--- config.mk ---
export PLATFORM = sky130hd
export DESIGN_NAME = vga_timing_gen
export DESIGN_NICKNAME = d
export VERILOG_FILES = /design/src/rtl/vga_timing_gen.sv
export SDC_FILE = /design/constraint.sdc
export NUM_CORES = 1
export LEC_CHECK = 0
export ABC_AREA = 1
export BUFFER_PORTS_ARGS = -buffer_cell sky130_fd_sc_hd__buf_2
export CAP_MARGIN = 15
export CORE_MARGIN = 2
export CORE_UTILIZATION = 30
export CTS_CLUSTER_DIAMETER = 30
export DETAILED_ROUTE_END_ITERATION = 8
export PLACE_DENSITY = 0.51
export SYNTH_ARGS = -nofsm -noshare
export SYNTH_HDL_FRONTEND = slang
export SYNTH_SLANG_ARGS = --single-unit
--- constraint.sdc ---
create_clock -name clk_vga -period 1.8 [get_ports clk_vga]
set_input_delay 0.36 -clock clk_vga [delete_from_list [all_inputs] [get_ports clk_vga]]
set_output_delay 0.36 -clock clk_vga [all_outputs]
set_load 0.02 [all_outputs]
--- src/rtl/vga_timing_gen.sv ---
// Raster timing generator: free-running h/v counters, a registered stage-0 decode for
// pixel coordinates and strobes, a PIPE-deep delay for sync/DE, frame counter and marquee scroll.
module vga_timing_gen #(
  parameter int H_SYNC     = 136,
  parameter int H_BACK     = 160,
  parameter int H_DISP     = 1024,
  parameter int H_FRONT    = 24,
  parameter int V_SYNC     = 6,
  parameter int V_BACK     = 29,
  parameter int V_DISP     = 768,
  parameter int V_FRONT    = 3,
  parameter int H_POL      = 0,
  parameter int V_POL      = 0,
  parameter int PIPE       = 2,
  parameter int SCROLL_DIV = 1,
  parameter int SCROLL_MAX = 1024
) (
  input  logic        clk_vga,
  input  logic        rst_n,
  input  logic        timing_en,
  input  logic        scroll_en,
  input  logic        scroll_rst,
  output logic [10:0] pix_x,
  output logic [10:0] pix_y,
  output logic        pix_de,
  output logic        vga_h_sync,
  output logic        vga_v_sync,
  output logic        vga_de,
  output logic        line_start,
  output logic        frame_start,
  output logic [15:0] frame_cnt,
  output logic [10:0] scroll_off
);

  localparam int H_TOT = H_SYNC + H_BACK + H_DISP + H_FRONT;
  localparam int V_TOT = V_SYNC + V_BACK + V_DISP + V_FRONT;

  generate
    if (H_TOT > 2048 || V_TOT > 2048) begin : g_bad_total
      $error("vga_timing_gen: H_TOT/V_TOT must be <= 2048");
    end
    if (PIPE < 0 || PIPE > 15) begin : g_bad_pipe
      $error("vga_timing_gen: PIPE must be 0..15");
    end
    if (SCROLL_DIV < 1 || SCROLL_DIV > 65536) begin : g_bad_div
      $error("vga_timing_gen: SCROLL_DIV must be 1..65536");
    end
    if (SCROLL_MAX < 2 || SCROLL_MAX > 2048) begin : g_bad_max
      $error("vga_timing_gen: SCROLL_MAX must be 2..2048");
    end
  endgenerate

  // Counters are 12 bits so the active-area end (up to 2048) is representable.
  localparam logic [11:0] H_LAST   = 12'(H_TOT - 1);
  localparam logic [11:0] V_LAST   = 12'(V_TOT - 1);
  localparam logic [11:0] HS_END   = 12'(H_SYNC);
  localparam logic [11:0] VS_END   = 12'(V_SYNC);
  localparam logic [11:0] HA_BEG   = 12'(H_SYNC + H_BACK);
  localparam logic [11:0] HA_END   = 12'(H_SYNC + H_BACK + H_DISP);
  localparam logic [11:0] VA_BEG   = 12'(V_SYNC + V_BACK);
  localparam logic [11:0] VA_END   = 12'(V_SYNC + V_BACK + V_DISP);
  localparam logic [15:0] DIV_LAST = 16'(SCROLL_DIV - 1);
  localparam logic [10:0] OFF_LAST = 11'(SCROLL_MAX - 1);
  localparam logic        H_ACT    = 1'(H_POL);
  localparam logic        V_ACT    = 1'(V_POL);

  logic [11:0] h_cnt;
  logic [11:0] v_cnt;
  logic        hs0;
  logic        vs0;
  logic [15:0] div_cnt;
  logic        h_act;
  logic        v_act;
  logic        frame_tick;

  assign h_act      = (h_cnt >= HA_BEG) && (h_cnt < HA_END);
  assign v_act      = (v_cnt >= VA_BEG) && (v_cnt < VA_END);
  assign frame_tick = timing_en && (h_cnt == '0) && (v_cnt == '0);

  // Disabling timing parks the raster at the origin, so re-enable restarts a frame.
  always_ff @(posedge clk_vga) begin
    if (!rst_n || !timing_en) begin
      h_cnt <= '0;
      v_cnt <= '0;
    end else if (h_cnt == H_LAST) begin
      h_cnt <= '0;
      v_cnt <= (v_cnt == V_LAST) ? '0 : v_cnt + 12'd1;
    end else begin
      h_cnt <= h_cnt + 12'd1;
    end
  end

  always_ff @(posedge clk_vga) begin
    if (!rst_n || !timing_en) begin
      pix_x       <= '0;
      pix_y       <= '0;
      pix_de      <= 1'b0;
      hs0         <= 1'b0;
      vs0         <= 1'b0;
      line_start  <= 1'b0;
      frame_start <= 1'b0;
    end else begin
      pix_de      <= h_act && v_act;
      pix_x       <= (h_act && v_act) ? 11'(h_cnt - HA_BEG) : '0;
      pix_y       <= (h_act && v_act) ? 11'(v_cnt - VA_BEG) : '0;
      hs0         <= h_cnt < HS_END;
      vs0         <= v_cnt < VS_END;
      line_start  <= h_cnt == '0;
      frame_start <= (h_cnt == '0) && (v_cnt == '0);
    end
  end

  always_ff @(posedge clk_vga) begin
    if (!rst_n) begin
      frame_cnt <= '0;
    end else if (frame_tick) begin
      frame_cnt <= frame_cnt + 16'd1;
    end
  end

  // Scroll only moves on the frame boundary so a frame never shows two offsets.
  always_ff @(posedge clk_vga) begin
    if (!rst_n || scroll_rst) begin
      div_cnt    <= '0;
      scroll_off <= '0;
    end else if (frame_tick && scroll_en) begin
      if (div_cnt == DIV_LAST) begin
        div_cnt    <= '0;
        scroll_off <= (scroll_off == '0) ? OFF_LAST : scroll_off - 11'd1;
      end else begin
        div_cnt <= div_cnt + 16'd1;
      end
    end
  end

  logic hs_d;
  logic vs_d;
  logic de_d;

  generate
    if (PIPE == 0) begin : g_no_pipe
      assign hs_d = hs0;
      assign vs_d = vs0;
      assign de_d = pix_de;
    end else begin : g_pipe
      logic [PIPE-1:0] hs_q;
      logic [PIPE-1:0] vs_q;
      logic [PIPE-1:0] de_q;

      always_ff @(posedge clk_vga) begin
        if (!rst_n) begin
          hs_q <= '0;
          vs_q <= '0;
          de_q <= '0;
        end else begin
          hs_q[0] <= hs0;
          vs_q[0] <= vs0;
          de_q[0] <= pix_de;
          for (int i = 1; i < PIPE; i++) begin
            hs_q[i] <= hs_q[i-1];
            vs_q[i] <= vs_q[i-1];
            de_q[i] <= de_q[i-1];
          end
        end
      end

      assign hs_d = hs_q[PIPE-1];
      assign vs_d = vs_q[PIPE-1];
      assign de_d = de_q[PIPE-1];
    end
  endgenerate

  // Raw syncs are active-high internally; cleared stages therefore read as inactive.
  assign vga_h_sync = hs_d ? H_ACT : ~H_ACT;
  assign vga_v_sync = vs_d ? V_ACT : ~V_ACT;
  assign vga_de     = de_d;

endmodule

==> flow_summary_export.csv <==
group,metric,value,unit
critical_path,end_kind,"register",
clock_tree,clock-root-buffer,"clkbuf_16",
worst_hold_path,hold_start,"rst_n",
critical_path,max_stage_delay,0.33,ns
detailed_routing,finalWirelength,13.04,mm
placed_design,place_area,5868,um2
floorplan,die_area,18110,um2
placed_design,io_buffers,59,
worst_hold_path,hold_class,"in -> reg",
synth,synthFlopType,"dfxtp_1",
timing,setup_violations,0,
global_routing,antenna_found_initial,0,
detailed_routing,remaining_drc_errors,0,
detailed_routing,vias_per_cell,4.496,
floorplan,start_util,0.3073,
detailed_routing,wl_per_cell,12.24,um
power,p_leak,2.930,nW
status,status,"finished clean",
critical_path,crit_type,"reg -> reg",
global_routing,grt_usage,0.1452,
power,vdd_ir_drop_max,0.4747,mV
clock_tree,cts_tree,"done",
timing,skew,0.008895,ns
critical_path,cp-startpoint,"v_cnt[0]",
layout,final_core_util,0.3864,
detailed_routing,final_antenna_net_count,0,
floorplan,core,16640,um2
layout,diodes,0,
detailed_routing,num_vias,4788,
synth,synth.area.top_cells,"dfxtp_1 (39%), nand2_1 (14%), nor2_1 (7.5%), inv_1 (6.8%), a21oi_1 (4.9%)",
timing,setup_ws,0.05514,ns
critical_path,crit_slowest_cell,"dfxtp_2",
floorplan,chipHeight,134.6,um
critical_path,required,2.00,ns
layout,nets,856,
synth,syn_inst,739,
global_routing,grt_pass1_wl,21.18,mm
power,p_per_area,753.3,nW/um2
synth,synth_edf_count,0,
clock_tree,clk_pin_slew,0.07,ns
clock_tree,clockBufferDepth,2,
synth,synth_top_cell_by_area,"dfxtp_1",
clock_tree,cts-buffers-inserted,9,
layout,syn_to_final_growth,25.76,%
layout,fin_area,6431,um2
critical_path,crit_path_max_fanout,8,
timing,fmax,573.1,MHz
synth,synth_warnings,0,
timing,report.final.slew_viol_count,0,
floorplan,ios,60,
critical_path,critPathLaunchType,"register",
synth,synth_top_area_frac,0.3915,
synth,synth.distinct_cells,41,
placed_design,hpwl,9.585,mm
synth,seq_area_frac_synth,0.3915,
timing,slew_headroom,0.4403,
timing,min_period,1.745,ns
synth,synth.avg_cell_area,6.920,um2
clock_tree,clk_latency,0.35,ns
floorplan,dieWidth,134.6,um
timing,tightest_slew,0.8387,ns
timing,rsz0062_at_grt,"yes",
critical_path,cp_cell_sequence,"inv_2 > ha_4 > inv_2 > nor3_4 > nand3_4 > nor2_8 > buf_12 > nand3_4 > nand2_1 > a21oi_2",
synth,syn_area,5114,um2
clock_tree,htree_num_levels,3,
timing,post-route-period-util,0.9694,
clock_tree,clock-sinks,100,
global_routing,overflow,0,
critical_path,reg2reg_from,"v_cnt[0]",
detailed_routing,dr.pass1.iters,4,
job,maxCapViolations,0,
layout,drive_gt1_frac,0.2142,
detailed_routing,drtIter0Drc,265,
synth,async_flop_share,0,
placed_design,gp_congestion,0.8583,
critical_path,crit_arrival,1.95,ns
timing,finalSetupTns,0,ns
global_routing,grt_pass1_vias,4289,
global_routing,grt_max_degree,23,
placed_design,place_ws,-0.003009,ns
synth,ys_ff_latch,100,
timing,hold_viol_final,0,
floorplan,rows,47,
-- layout by cell type, fill, tap and decap left out, types with 3 or more instances in the layout --
cell type,n
a21oi_1,46
a21oi_2,5
a31o_2,3
buf_2,59
buf_4,35
buf_6,6
clkbuf_16,9
dfxtp_1,96
dfxtp_2,4
ha_1,10
inv_1,89
inv_2,9
nand2_1,176
nand2_2,10
nand3_1,44
nand3_2,8
nand3_4,3
nand3b_1,3
nand4_1,27
nor2_1,99
nor2_2,4
nor2_4,7
nor3_1,21
o21ai_0,12
o21bai_1,4
or2_2,3
xor2_1,24
-- stage by stage --
stage / total power [mW] / std cells / hold WS [ns]
after global routing: 5.027 / 1065 / 0.2901
final: 4.845 / 1065 / 0.2773
after CTS: 4.871 / 1055 / 0.2666
after floorplan: 2.537 / 740 / 0.3905
after detailed placement: 2.650 / 1039 / 0.3985
after global placement: 2.651 / 1039 / 0.3939
-- registers in the layout, indices dropped and copies added (netlist names) --
register     count
pix_y           11
g_pipe.vs_q      2
g_pipe.hs_q      2
pix_x           11
line_start       1
h_cnt           12
div_cnt         16
frame_start      1
vs0              1
pix_de           1
scroll_off      11
frame_cnt       16
v_cnt           12
g_pipe.de_q      2
hs0              1
-- metal layers --
| metal | up-vias | track usage | part of all wire |
|---|---|---|---|
| li1 | 2566 | - | - |
| met1 | 2143 | 0.1944 | 0.49 |
| met2 | 74 | 0.2375 | 0.47 |
| met3 | 5 | 0.03604 | 0.035 |
| met4 | 0 | 0.03158 | 0.0075 |
| met5 | - | 0 | 0 |
-- cells by family (layout without fill, tap and decap cells) --
family,after synthesis,after routing,share of synthesized area
AOI/OAI and AO/OA,78,78,0.08393
DFF,100,100,0.3915
other,1,2,0.0007333
xor gates and xnor gates,25,25,0.04282
and+or+nand+nor,412,412,0.3658
buffers and inverters,112,217,0.08833
adders and majority gates,11,11,0.02691
-- power by group --
group	internal (mW)	leakage [nW]	switching (mW)	total (mW)
combinational	0.144	1.95	0.238	0.382
clock	1.30	0.166	0.903	2.20
sequential	2.24	0.811	0.0224	2.26
-- cell type report --
cell class | count | area (um2)
clock buffers | 11 | 252.7
clock inverters | 5 | 82.58
fillers | 1769 | 10210
inverters | 99 | 371.6
multi-input cells | 528 | 2776
flip-flops and latches | 100 | 2007
well taps | 220 | 275.3
repair buffers | 102 | 665.6
-- cell usage after synthesis, types with 2 or more instances --
library cell  instances
nor3_4                2
buf_4                 2
dfxtp_1             100
a21oi_1              50
nand4_1              27
nand2_1             184
inv_2                 6
nand3b_1              3
ha_1                 11
xor2_1               24
nand3_4               2
or2_2                 3
a31o_2                3
nor2_1              102
clkbuf_1              5
nand3_2               5
inv_1                92
nor2_2                5
nor2_4                3
nor3_1               21
o211ai_1              2
o21bai_1              4
buf_2                 3
nand3_1              48
buf_6                 2
o21ai_0              13
nand2_2               3
-- critical path: cells and delay by family, from the launching register on --
kind                       cells  cell delay, ns
AOI/OAI and AO/OA              1            0.05
adders and majority gates      1            0.13
buffers and inverters          3            0.23
DFF                            1            0.33
and+or+nand+nor                5            0.85
-- final timing paths --
path / to / slack [ns] / cells after the start
max: scroll_off[6] / 0.06 / 10
min: g_pipe.hs_q[0] / 0.28 / 3
max reg2reg: scroll_off[6] / 0.06 / 10
min reg2reg: g_pipe.de_q[1] / 0.41 / 2
-- repair_timing --
action | CTS | global route
buffers inserted | 0 | 9
endpoints found under the setup margin | 6 | 71
gates resized for setup | 1 | 43
endpoints found under the hold margin | 0 | 0
pin swaps | 0 | 14
hold buffers | 0 | 0
gates cloned | 0 | 1
(Power assumes the default switching activity.)
